--- src/rtl/dp_ram_pkg.sv ---
// Shared definitions for the dp_ram_pipe block.
//   state_e        : clear-sweep FSM encoding (ST_INIT sweeps zeros, ST_READY serves requests)
//   CM_READ_FIRST  : a same-address read/write returns the pre-write word
//   CM_WRITE_FIRST : a same-address read/write returns the freshly written bytes
package dp_ram_pkg;

  typedef enum logic {
    ST_INIT  = 1'b0,
    ST_READY = 1'b1
  } state_e;

  localparam int CM_READ_FIRST  = 0;
  localparam int CM_WRITE_FIRST = 1;

endpackage

--- src/rtl/dp_ram_pipe_if.sv ---
// Request/response bundle for dp_ram_pipe.
//   write_en/wr_addr/wr_be/data_in : write request
//   read_en/rd_addr                : read request
//   data_out/rd_valid/collision    : read response
//   init_busy                      : clear sweep running, requests are dropped
//   state_dbg                      : clear FSM state, for checkers
//
// Handshake: there is no ready/backpressure. A request is taken at every rising
// edge where its enable is high and init_busy is low; a request presented while
// init_busy is high is silently dropped. rd_valid is a one-cycle qualifier
// for data_out/collision and cannot be stalled by the consumer.
interface dp_ram_pipe_if #(
  parameter int RAM_WIDTH = 32,
  parameter int ADDR_SIZE = 4
);
  localparam int NUM_BYTES = RAM_WIDTH / 8;

  logic                   write_en;
  logic [ADDR_SIZE-1:0]   wr_addr;
  logic [NUM_BYTES-1:0]   wr_be;
  logic [RAM_WIDTH-1:0]   data_in;
  logic                   read_en;
  logic [ADDR_SIZE-1:0]   rd_addr;
  logic [RAM_WIDTH-1:0]   data_out;
  logic                   rd_valid;
  logic                   collision;
  logic                   init_busy;
  dp_ram_pkg::state_e     state_dbg;

  modport master (
    output write_en, wr_addr, wr_be, data_in, read_en, rd_addr,
    input  data_out, rd_valid, collision, init_busy, state_dbg
  );

  modport slave (
    input  write_en, wr_addr, wr_be, data_in, read_en, rd_addr,
    output data_out, rd_valid, collision, init_busy, state_dbg
  );

endinterface

--- src/rtl/dp_ram_lane.sv ---
// One byte lane of the RAM: 8 bits x 2**ADDR_SIZE, one write port, one
// synchronous read port sharing a clock.
//   we/wr_addr/wr_data : byte write, takes effect at the rising edge
//   re/rd_addr         : read, rd_data updated at the rising edge, held otherwise
//   rd_data            : registered read data, cleared by rst_n (storage is not)
// WRITE_FIRST selects the same-address behaviour: 0 returns the old byte,
// 1 forwards wr_data when this lane is being written to the read address.
module dp_ram_lane #(
  parameter int ADDR_SIZE   = 4,
  parameter bit WRITE_FIRST = 1'b0
) (
  input  logic                 clk,
  input  logic                 rst_n,
  input  logic                 we,
  input  logic [ADDR_SIZE-1:0] wr_addr,
  input  logic [7:0]           wr_data,
  input  logic                 re,
  input  logic [ADDR_SIZE-1:0] rd_addr,
  output logic [7:0]           rd_data
);

  localparam int RAM_DEPTH = 2 ** ADDR_SIZE;

  logic [7:0] mem [RAM_DEPTH];

  // Storage has no reset so it maps onto block RAM.
  always_ff @(posedge clk) begin
    if (we) begin
      mem[wr_addr] <= wr_data;
    end
  end

  always_ff @(posedge clk or negedge rst_n) begin
    if (!rst_n) begin
      rd_data <= '0;
    end else if (re) begin
      if (WRITE_FIRST && we && (wr_addr == rd_addr)) begin
        rd_data <= wr_data;
      end else begin
        rd_data <= mem[rd_addr];
      end
    end
  end

endmodule

--- src/rtl/dp_ram_pipe.sv ---
// Parametrised simple dual-port RAM with byte enables, 1- or 2-cycle read
// latency, defined collision behaviour and an optional post-reset clear sweep.
//   clk   : rising-edge clock
//   reset : asynchronous, active-low
//   bus   : dp_ram_pipe_if slave (requests in, read response and status out)
// The top owns the clear FSM, the collision compare and the read valid
// pipeline; storage lives in RAM_WIDTH/8 dp_ram_lane instances.
module dp_ram_pipe
  import dp_ram_pkg::*;
#(
  parameter int RAM_WIDTH      = 32,
  parameter int ADDR_SIZE      = 4,
  parameter int RD_LATENCY     = 1,
  parameter int COLLISION_MODE = CM_READ_FIRST,
  parameter int CLEAR_ON_RESET = 1
) (
  input  logic        clk,
  input  logic        reset,
  dp_ram_pipe_if.slave bus
);

  localparam int RAM_DEPTH = 2 ** ADDR_SIZE;
  localparam int NUM_BYTES = RAM_WIDTH / 8;
  localparam state_e RESET_STATE = (CLEAR_ON_RESET != 0) ? ST_INIT : ST_READY;
  localparam logic [ADDR_SIZE-1:0] LAST_ADDR = ADDR_SIZE'(RAM_DEPTH - 1);

  if ((RAM_WIDTH % 8) != 0 || RAM_WIDTH < 8) begin : g_bad_width
    $error("dp_ram_pipe: RAM_WIDTH must be a positive multiple of 8");
  end
  if (RD_LATENCY != 1 && RD_LATENCY != 2) begin : g_bad_latency
    $error("dp_ram_pipe: RD_LATENCY must be 1 or 2");
  end
  if ($bits(bus.data_in) != RAM_WIDTH || $bits(bus.wr_addr) != ADDR_SIZE) begin : g_bad_bus
    $error("dp_ram_pipe: interface parameters do not match the module");
  end

  // ---------------------------------------------------------------------------
  // Clear-sweep FSM
  // ---------------------------------------------------------------------------
  state_e               state_q, state_d;
  logic [ADDR_SIZE-1:0] clr_addr_q, clr_addr_d;

  always_ff @(posedge clk or negedge reset) begin
    if (!reset) begin
      state_q    <= RESET_STATE;
      clr_addr_q <= '0;
    end else begin
      state_q    <= state_d;
      clr_addr_q <= clr_addr_d;
    end
  end

  always_comb begin
    state_d    = state_q;
    clr_addr_d = clr_addr_q;
    case (state_q)
      ST_INIT: begin
        clr_addr_d = clr_addr_q + 1'b1;
        if (clr_addr_q == LAST_ADDR) begin
          state_d = ST_READY;
        end
      end
      ST_READY: begin
        state_d = ST_READY;
      end
      default: begin
        state_d = RESET_STATE;
      end
    endcase
  end

  logic ready;
  assign ready         = (state_q == ST_READY);
  assign bus.init_busy = ~ready;
  assign bus.state_dbg = state_q;

  // ---------------------------------------------------------------------------
  // Request qualification and lane write mux
  // ---------------------------------------------------------------------------
  logic                 rd_req, wr_req, hit;
  logic [ADDR_SIZE-1:0] lane_waddr;
  logic [RAM_WIDTH-1:0] lane_wdata;
  logic [NUM_BYTES-1:0] lane_we;
  logic [RAM_WIDTH-1:0] lane_rdata;

  assign rd_req = ready & bus.read_en;
  assign wr_req = ready & bus.write_en;
  // The collision flag ignores wr_be: a same-address write with no enabled
  // bytes still counts as a collision, it just changes nothing.
  assign hit    = rd_req & wr_req & (bus.rd_addr == bus.wr_addr);

  // During the sweep the lanes are owned by the FSM and write zeros.
  assign lane_waddr = ready ? bus.wr_addr : clr_addr_q;
  assign lane_wdata = ready ? bus.data_in : '0;
  assign lane_we    = ready ? (bus.wr_be & {NUM_BYTES{wr_req}}) : {NUM_BYTES{1'b1}};

  for (genvar k = 0; k < NUM_BYTES; k++) begin : g_lane
    dp_ram_lane #(
      .ADDR_SIZE   (ADDR_SIZE),
      .WRITE_FIRST (COLLISION_MODE == CM_WRITE_FIRST)
    ) u_lane (
      .clk     (clk),
      .rst_n   (reset),
      .we      (lane_we[k]),
      .wr_addr (lane_waddr),
      .wr_data (lane_wdata[8*k +: 8]),
      .re      (rd_req),
      .rd_addr (bus.rd_addr),
      .rd_data (lane_rdata[8*k +: 8])
    );
  end

  // ---------------------------------------------------------------------------
  // Read valid pipeline: stage 1 aligns with the lane read registers.
  // ---------------------------------------------------------------------------
  logic valid1_q, coll1_q;

  always_ff @(posedge clk or negedge reset) begin
    if (!reset) begin
      valid1_q <= 1'b0;
      coll1_q  <= 1'b0;
    end else begin
      valid1_q <= rd_req;
      coll1_q  <= hit;
    end
  end

  if (RD_LATENCY == 2) begin : g_lat2
    logic                 valid2_q, coll2_q;
    logic [RAM_WIDTH-1:0] data2_q;

    always_ff @(posedge clk or negedge reset) begin
      if (!reset) begin
        valid2_q <= 1'b0;
        coll2_q  <= 1'b0;
        data2_q  <= '0;
      end else begin
        valid2_q <= valid1_q;
        coll2_q  <= coll1_q;
        if (valid1_q) begin
          data2_q <= lane_rdata;
        end
      end
    end

    assign bus.data_out  = data2_q;
    assign bus.rd_valid  = valid2_q;
    assign bus.collision = coll2_q;
  end else begin : g_lat1
    // Lane read registers only load on a read, so data_out holds otherwise.
    assign bus.data_out  = lane_rdata;
    assign bus.rd_valid  = valid1_q;
    assign bus.collision = coll1_q;
  end

endmodule
--- src/flat_wrapper.sv ---
// flat-port wrapper written by rule: the top's interface ports become plain ports
module dp_ram_pipe_flat import dp_ram_pkg::*;
#(
  parameter int RAM_WIDTH      = 32,
  parameter int ADDR_SIZE      = 4,
  parameter int RD_LATENCY     = 1,
  parameter int COLLISION_MODE = CM_READ_FIRST,
  parameter int CLEAR_ON_RESET = 1
)
  (clk, reset, bus_write_en, bus_wr_addr, bus_wr_be, bus_data_in, bus_read_en, bus_rd_addr, bus_data_out, bus_rd_valid, bus_collision, bus_init_busy, bus_state_dbg);
  dp_ram_pipe_if #(.RAM_WIDTH(RAM_WIDTH), .ADDR_SIZE(ADDR_SIZE)) bus_i ();
  input  logic clk;
  input  logic reset;
  input wire logic [$bits(bus_i.write_en)-1:0] bus_write_en;
  input wire logic [$bits(bus_i.wr_addr)-1:0] bus_wr_addr;
  input wire logic [$bits(bus_i.wr_be)-1:0] bus_wr_be;
  input wire logic [$bits(bus_i.data_in)-1:0] bus_data_in;
  input wire logic [$bits(bus_i.read_en)-1:0] bus_read_en;
  input wire logic [$bits(bus_i.rd_addr)-1:0] bus_rd_addr;
  output wire logic [$bits(bus_i.data_out)-1:0] bus_data_out;
  output wire logic [$bits(bus_i.rd_valid)-1:0] bus_rd_valid;
  output wire logic [$bits(bus_i.collision)-1:0] bus_collision;
  output wire logic [$bits(bus_i.init_busy)-1:0] bus_init_busy;
  output wire logic [$bits(bus_i.state_dbg)-1:0] bus_state_dbg;
  assign bus_i.write_en = bus_write_en;
  assign bus_i.wr_addr = bus_wr_addr;
  assign bus_i.wr_be = bus_wr_be;
  assign bus_i.data_in = bus_data_in;
  assign bus_i.read_en = bus_read_en;
  assign bus_i.rd_addr = bus_rd_addr;
  assign bus_data_out = bus_i.data_out;
  assign bus_rd_valid = bus_i.rd_valid;
  assign bus_collision = bus_i.collision;
  assign bus_init_busy = bus_i.init_busy;
  assign bus_state_dbg = bus_i.state_dbg;
  dp_ram_pipe #(.RAM_WIDTH(RAM_WIDTH), .ADDR_SIZE(ADDR_SIZE), .RD_LATENCY(RD_LATENCY), .COLLISION_MODE(COLLISION_MODE), .CLEAR_ON_RESET(CLEAR_ON_RESET)) u_core (.clk(clk), .reset(reset), .bus(bus_i));
endmodule
--- config.mk ---
export PLATFORM = sky130hd
export DESIGN_NAME = dp_ram_pipe_flat
export DESIGN_NICKNAME = d
export VERILOG_FILES = /design/src/rtl/dp_ram_pkg.sv /design/src/rtl/dp_ram_pipe_if.sv /design/src/rtl/dp_ram_lane.sv /design/src/rtl/dp_ram_pipe.sv /design/src/flat_wrapper.sv
export SDC_FILE = /design/constraint.sdc
export NUM_CORES = 1
export LEC_CHECK = 0
export BUFFER_PORTS_ARGS = -buffer_cell sky130_fd_sc_hd__buf_2
export CORE_MARGIN = 5
export CORE_UTILIZATION = 53
export DETAILED_ROUTE_END_ITERATION = 6
export PLACE_DENSITY = 0.73
export SYNTH_ARGS = -nofsm -noshare
export SYNTH_HDL_FRONTEND = slang
export SYNTH_SLANG_ARGS = --single-unit
--- constraint.sdc ---
create_clock -name clk -period 1.8 [get_ports clk]
set_input_delay 0.09 -clock clk [delete_from_list [all_inputs] [get_ports clk]]
set_output_delay 0.09 -clock clk [all_outputs]
set_load 0.01 [all_outputs]
==> impl_metrics.py <==
metrics = {
    "run_status": {
        "status": "finished with violations",
        "violations": "negative setup slack",
    },
    "timing": {
        "setup_viol": 536,
        "finalHoldViolCount": 0,
        "relSlewSlack_pct": 34.86,
        "worst_pin_slew_ns": 0.9750,
        "slew_viol_final": 0,
        "fin_crit_ns": 1.996,
        "max_freq_mhz": 501.0,
        "setup_slack_ns": -0.1959,
        "grt_setup_unrepaired": "true",
        "period_share_pct": 110.9,
        "fin_skew_ns": 0.01687,
    },
    "cts": {
        "clk_path_buf_depth": 3,
        "clock-root-buffer": "clkbuf_16",
        "cts_tree": "built",
        "cts_sinks": 551,
        "path_clk_slew_ns": 0.06,
        "htree_levels": 2,
        "cts_made_buffers": 53,
        "worstSkewPairLatency_ns": 0.60,
    },
    "global_routing": {
        "grt_max_degree": 65,
        "grt_use_total_pct": 23.25,
        "grt_pass1_vias": 12960,
        "overflow": 0,
        "antenna_found_initial": 1,
        "grt_pass1_wl_um": 78990,
    },
    "cells_and_area": {
        "drive_gt1_share_pct": 25.02,
        "layout_common_cells": "512 x edfxtp_1, 256 x mux2i_1, 111 x nand2_1",
        "finish.utilization_pct": 65.30,
        "layout.nets": 1624,
        "syn_to_final_growth_pct": 21.89,
        "antenna_cells": 0,
        "fillers": 2720,
        "layout_commonest_cell": "edfxtp_1",
    },
    "min_path": {
        "hold_path_class": "in -> async",
    },
    "critical_path": {
        "r2r_slack_ns": -0.20,
        "startpoint": "u_core.bus.state_dbg$_DFF_PN0_",
        "required_ns": 2.11,
        "cp_data_arrival_time_ns": 2.30,
        "timing.rr.start": "u_core.bus.state_dbg$_DFF_PN0_",
        "path_class": "reg -> reg",
        "crit_path_end_kind": "flop",
        "start_kind": "flop",
        "ff2ff_path_depth": 7,
        "cp_max_fo": 8,
    },
    "synth": {
        "synthXorXnorAreaFrac_pct": 0.2796,
        "synth_top_area_share_pct": 70.13,
        "syn_area_um2": 21920,
        "synth_compound_area_share_pct": 3.984,
        "synth.area.top_cells": "edfxtp_1 70%, mux2i_1 12%, dfrtp_1 4.5%",
        "ys_seq_elements": 551,
        "synth_warnings": 0,
        "synth_cell_types": 36,
        "synth.area.mux_share_pct": 11.74,
        "async_flop_share_pct": 7.078,
        "synth_top_family_by_area": "multiplexers",
        "ys_seq_area_share_pct": 74.58,
        "synthSimpleGateAreaFrac_pct": 6.928,
        "yosys.area.top_type": "edfxtp_1",
        "synth_fa_ha_area_share_pct": 0.05707,
        "synth-edff-count": 512,
        "synth_area_per_cell_um2": 16.24,
        "postSynthCellCount": 1350,
        "syn-num-nets": 1399,
        "synth_ff_type": "edfxtp_1",
    },
    "die": {
        "coreArea_um2": 40920,
        "row_count": 74,
        "dieArea_um2": 45530,
        "die_w_um": 213.4,
        "die-height_um": 213.4,
        "io_pins": 84,
        "start_util_pct": 53.57,
    },
    "place": {
        "dp_hpwl_um": 33150,
        "portBuffers": 83,
        "gp_congestion": 0.8924,
    },
    "power_and_ir_drop": {
        "powerDensity_nw_per_um2": 1036,
        "vdd_drop_max_mv": 0.7169,
        "p_leak_nw": 9.781,
        "p_total_mw": 27.67,
    },
    "run": {
        "maxCapViolations": 0,
    },
    "detailed_routing": {
        "dr.first_iter.drc_count": 1258,
        "ant_nets": 0,
        "wirelength_um": 53240,
        "post_drt_wl_per_cell_um": 24.75,
        "via_per_inst": 5.875,
        "firstDrtPassIters": 5,
        "vias": 12640,
        "drc_errors": 0,
    },
}
through the flow:
| step | setup WS (ns) | TNS, ns | hold WS (ns) | area (um^2) | std cells |
|---|---|---|---|---|---|
| after floorplan | -0.09257 | -28.82 | -0.2056 | 22040 | 1350 |
| after global placement | -0.2398 | -57.37 | 0.05385 | 24010 | 2023 |
| after detailed placement | -0.2863 | -75.95 | 0.06185 | 24010 | 2023 |
| after CTS | -0.1012 | -20.58 | 0.01671 | 26580 | 2146 |
| after global routing | -0.2226 | -87.01 | 0.06594 | 26720 | 2151 |
| final | -0.1959 | -54.95 | 0.04899 | 26720 | 2151 |
registers in the layout (all words and copies together), names as in the netlist:
| name | count |
|---|---|
| u_core.bus.collision | 1 |
| u_core.bus.state_dbg | 1 |
| u_core.g_lane.u_lane.rd_data | 32 |
| u_core.bus.rd_valid | 1 |
| u_core.g_lane.u_lane.mem | 512 |
| u_core.clr_addr_q | 4 |
synth_stat cells (2+ instances only):
library cell,instances
a21oi_1,32
nand3_1,81
edfxtp_1,512
buf_2,30
clkbuf_4,2
a21oi_2,4
nand2b_1,2
nor2_1,67
nand2_1,125
nor2b_1,2
dfrtp_1,39
buf_4,15
mux2i_1,256
a22oi_1,76
o21ai_0,2
buf_6,9
nand4_1,20
buf_8,6
and2_1,33
xnor2_1,4
inv_1,3
a32o_1,2
xor2_1,3
clkbuf_1,13
worst max-delay path: stages (launching register included):
cell	delay (ns)
dfrtp_2	0.48
buf_6	0.16
or3_4	0.39
o31ai_4	0.11
nand2_1	0.13
buf_6	0.18
nor2_4	0.11
buf_12	0.14
final cells by class:
class                      instances  area (um^2)  area share, %
multi-input combinational        720         5490          20.55
sequential                       551        16350          61.20
tap                              532        665.6          2.491
clock inverter                    30        417.9          1.564
clock buffer                      69         1439          5.385
timing repair buffer             245         2332          8.728
inverter                           4        22.52        0.08428
logic make-up (layout without fill, tap and decap cells):
| family | after synthesis | after routing |
|---|---|---|
| AND/OR/NAND/NOR | 335 | 335 |
| buffers and inverters | 79 | 348 |
| multiplexers | 257 | 257 |
| adder cells (fa/ha/maj) | 1 | 1 |
| AO/OA/AOI/OAI | 120 | 120 |
| flip-flops | 551 | 551 |
| XOR/XNOR | 7 | 7 |
report_power, final:
part	total, mW	internal, mW	switching, mW	leakage, nW
Sequential	14.2	14.1	0.0666	5.08
Combinational	1.76	0.649	1.11	3.80
Clock	11.7	7.09	4.63	0.894
final timing paths:
path | to
min in group clk | u_core.g_lane[0].u_lane.mem[12][3]$_DFFE_PP_
hold / removal | u_core.g_lane[2].u_lane.rd_data[6]$_DFFE_PN0P_
hold reg to reg | u_core.g_lane[1].u_lane.rd_data[0]$_DFFE_PN0P_
setup / recovery | u_core.g_lane[2].u_lane.mem[12][7]$_DFFE_PP_
max in group asynchronous | u_core.g_lane[0].u_lane.rd_data[4]$_DFFE_PN0P_
setup reg to reg | u_core.g_lane[2].u_lane.mem[12][7]$_DFFE_PP_
repair_timing:
item	4_1_cts	5_1_grt
buffers inserted	13	5
hold buffers	11	0
pin swaps	29	4
gates resized for setup	108	22
endpoints found under the setup margin	512	868
endpoints found under the hold margin	41	0
routing by layer:
metal  routed length (um)  vias to the layer above  GRT usage (%)
li1                     -                     5629              -
met1                20770                     6398          31.10
met2                27360                      526          39.88
met3                 3930                       85          4.214
met4                 1181                        0          6.316
met5                    0                        -              0
Note: power is estimated with default switching activity, not from simulation.
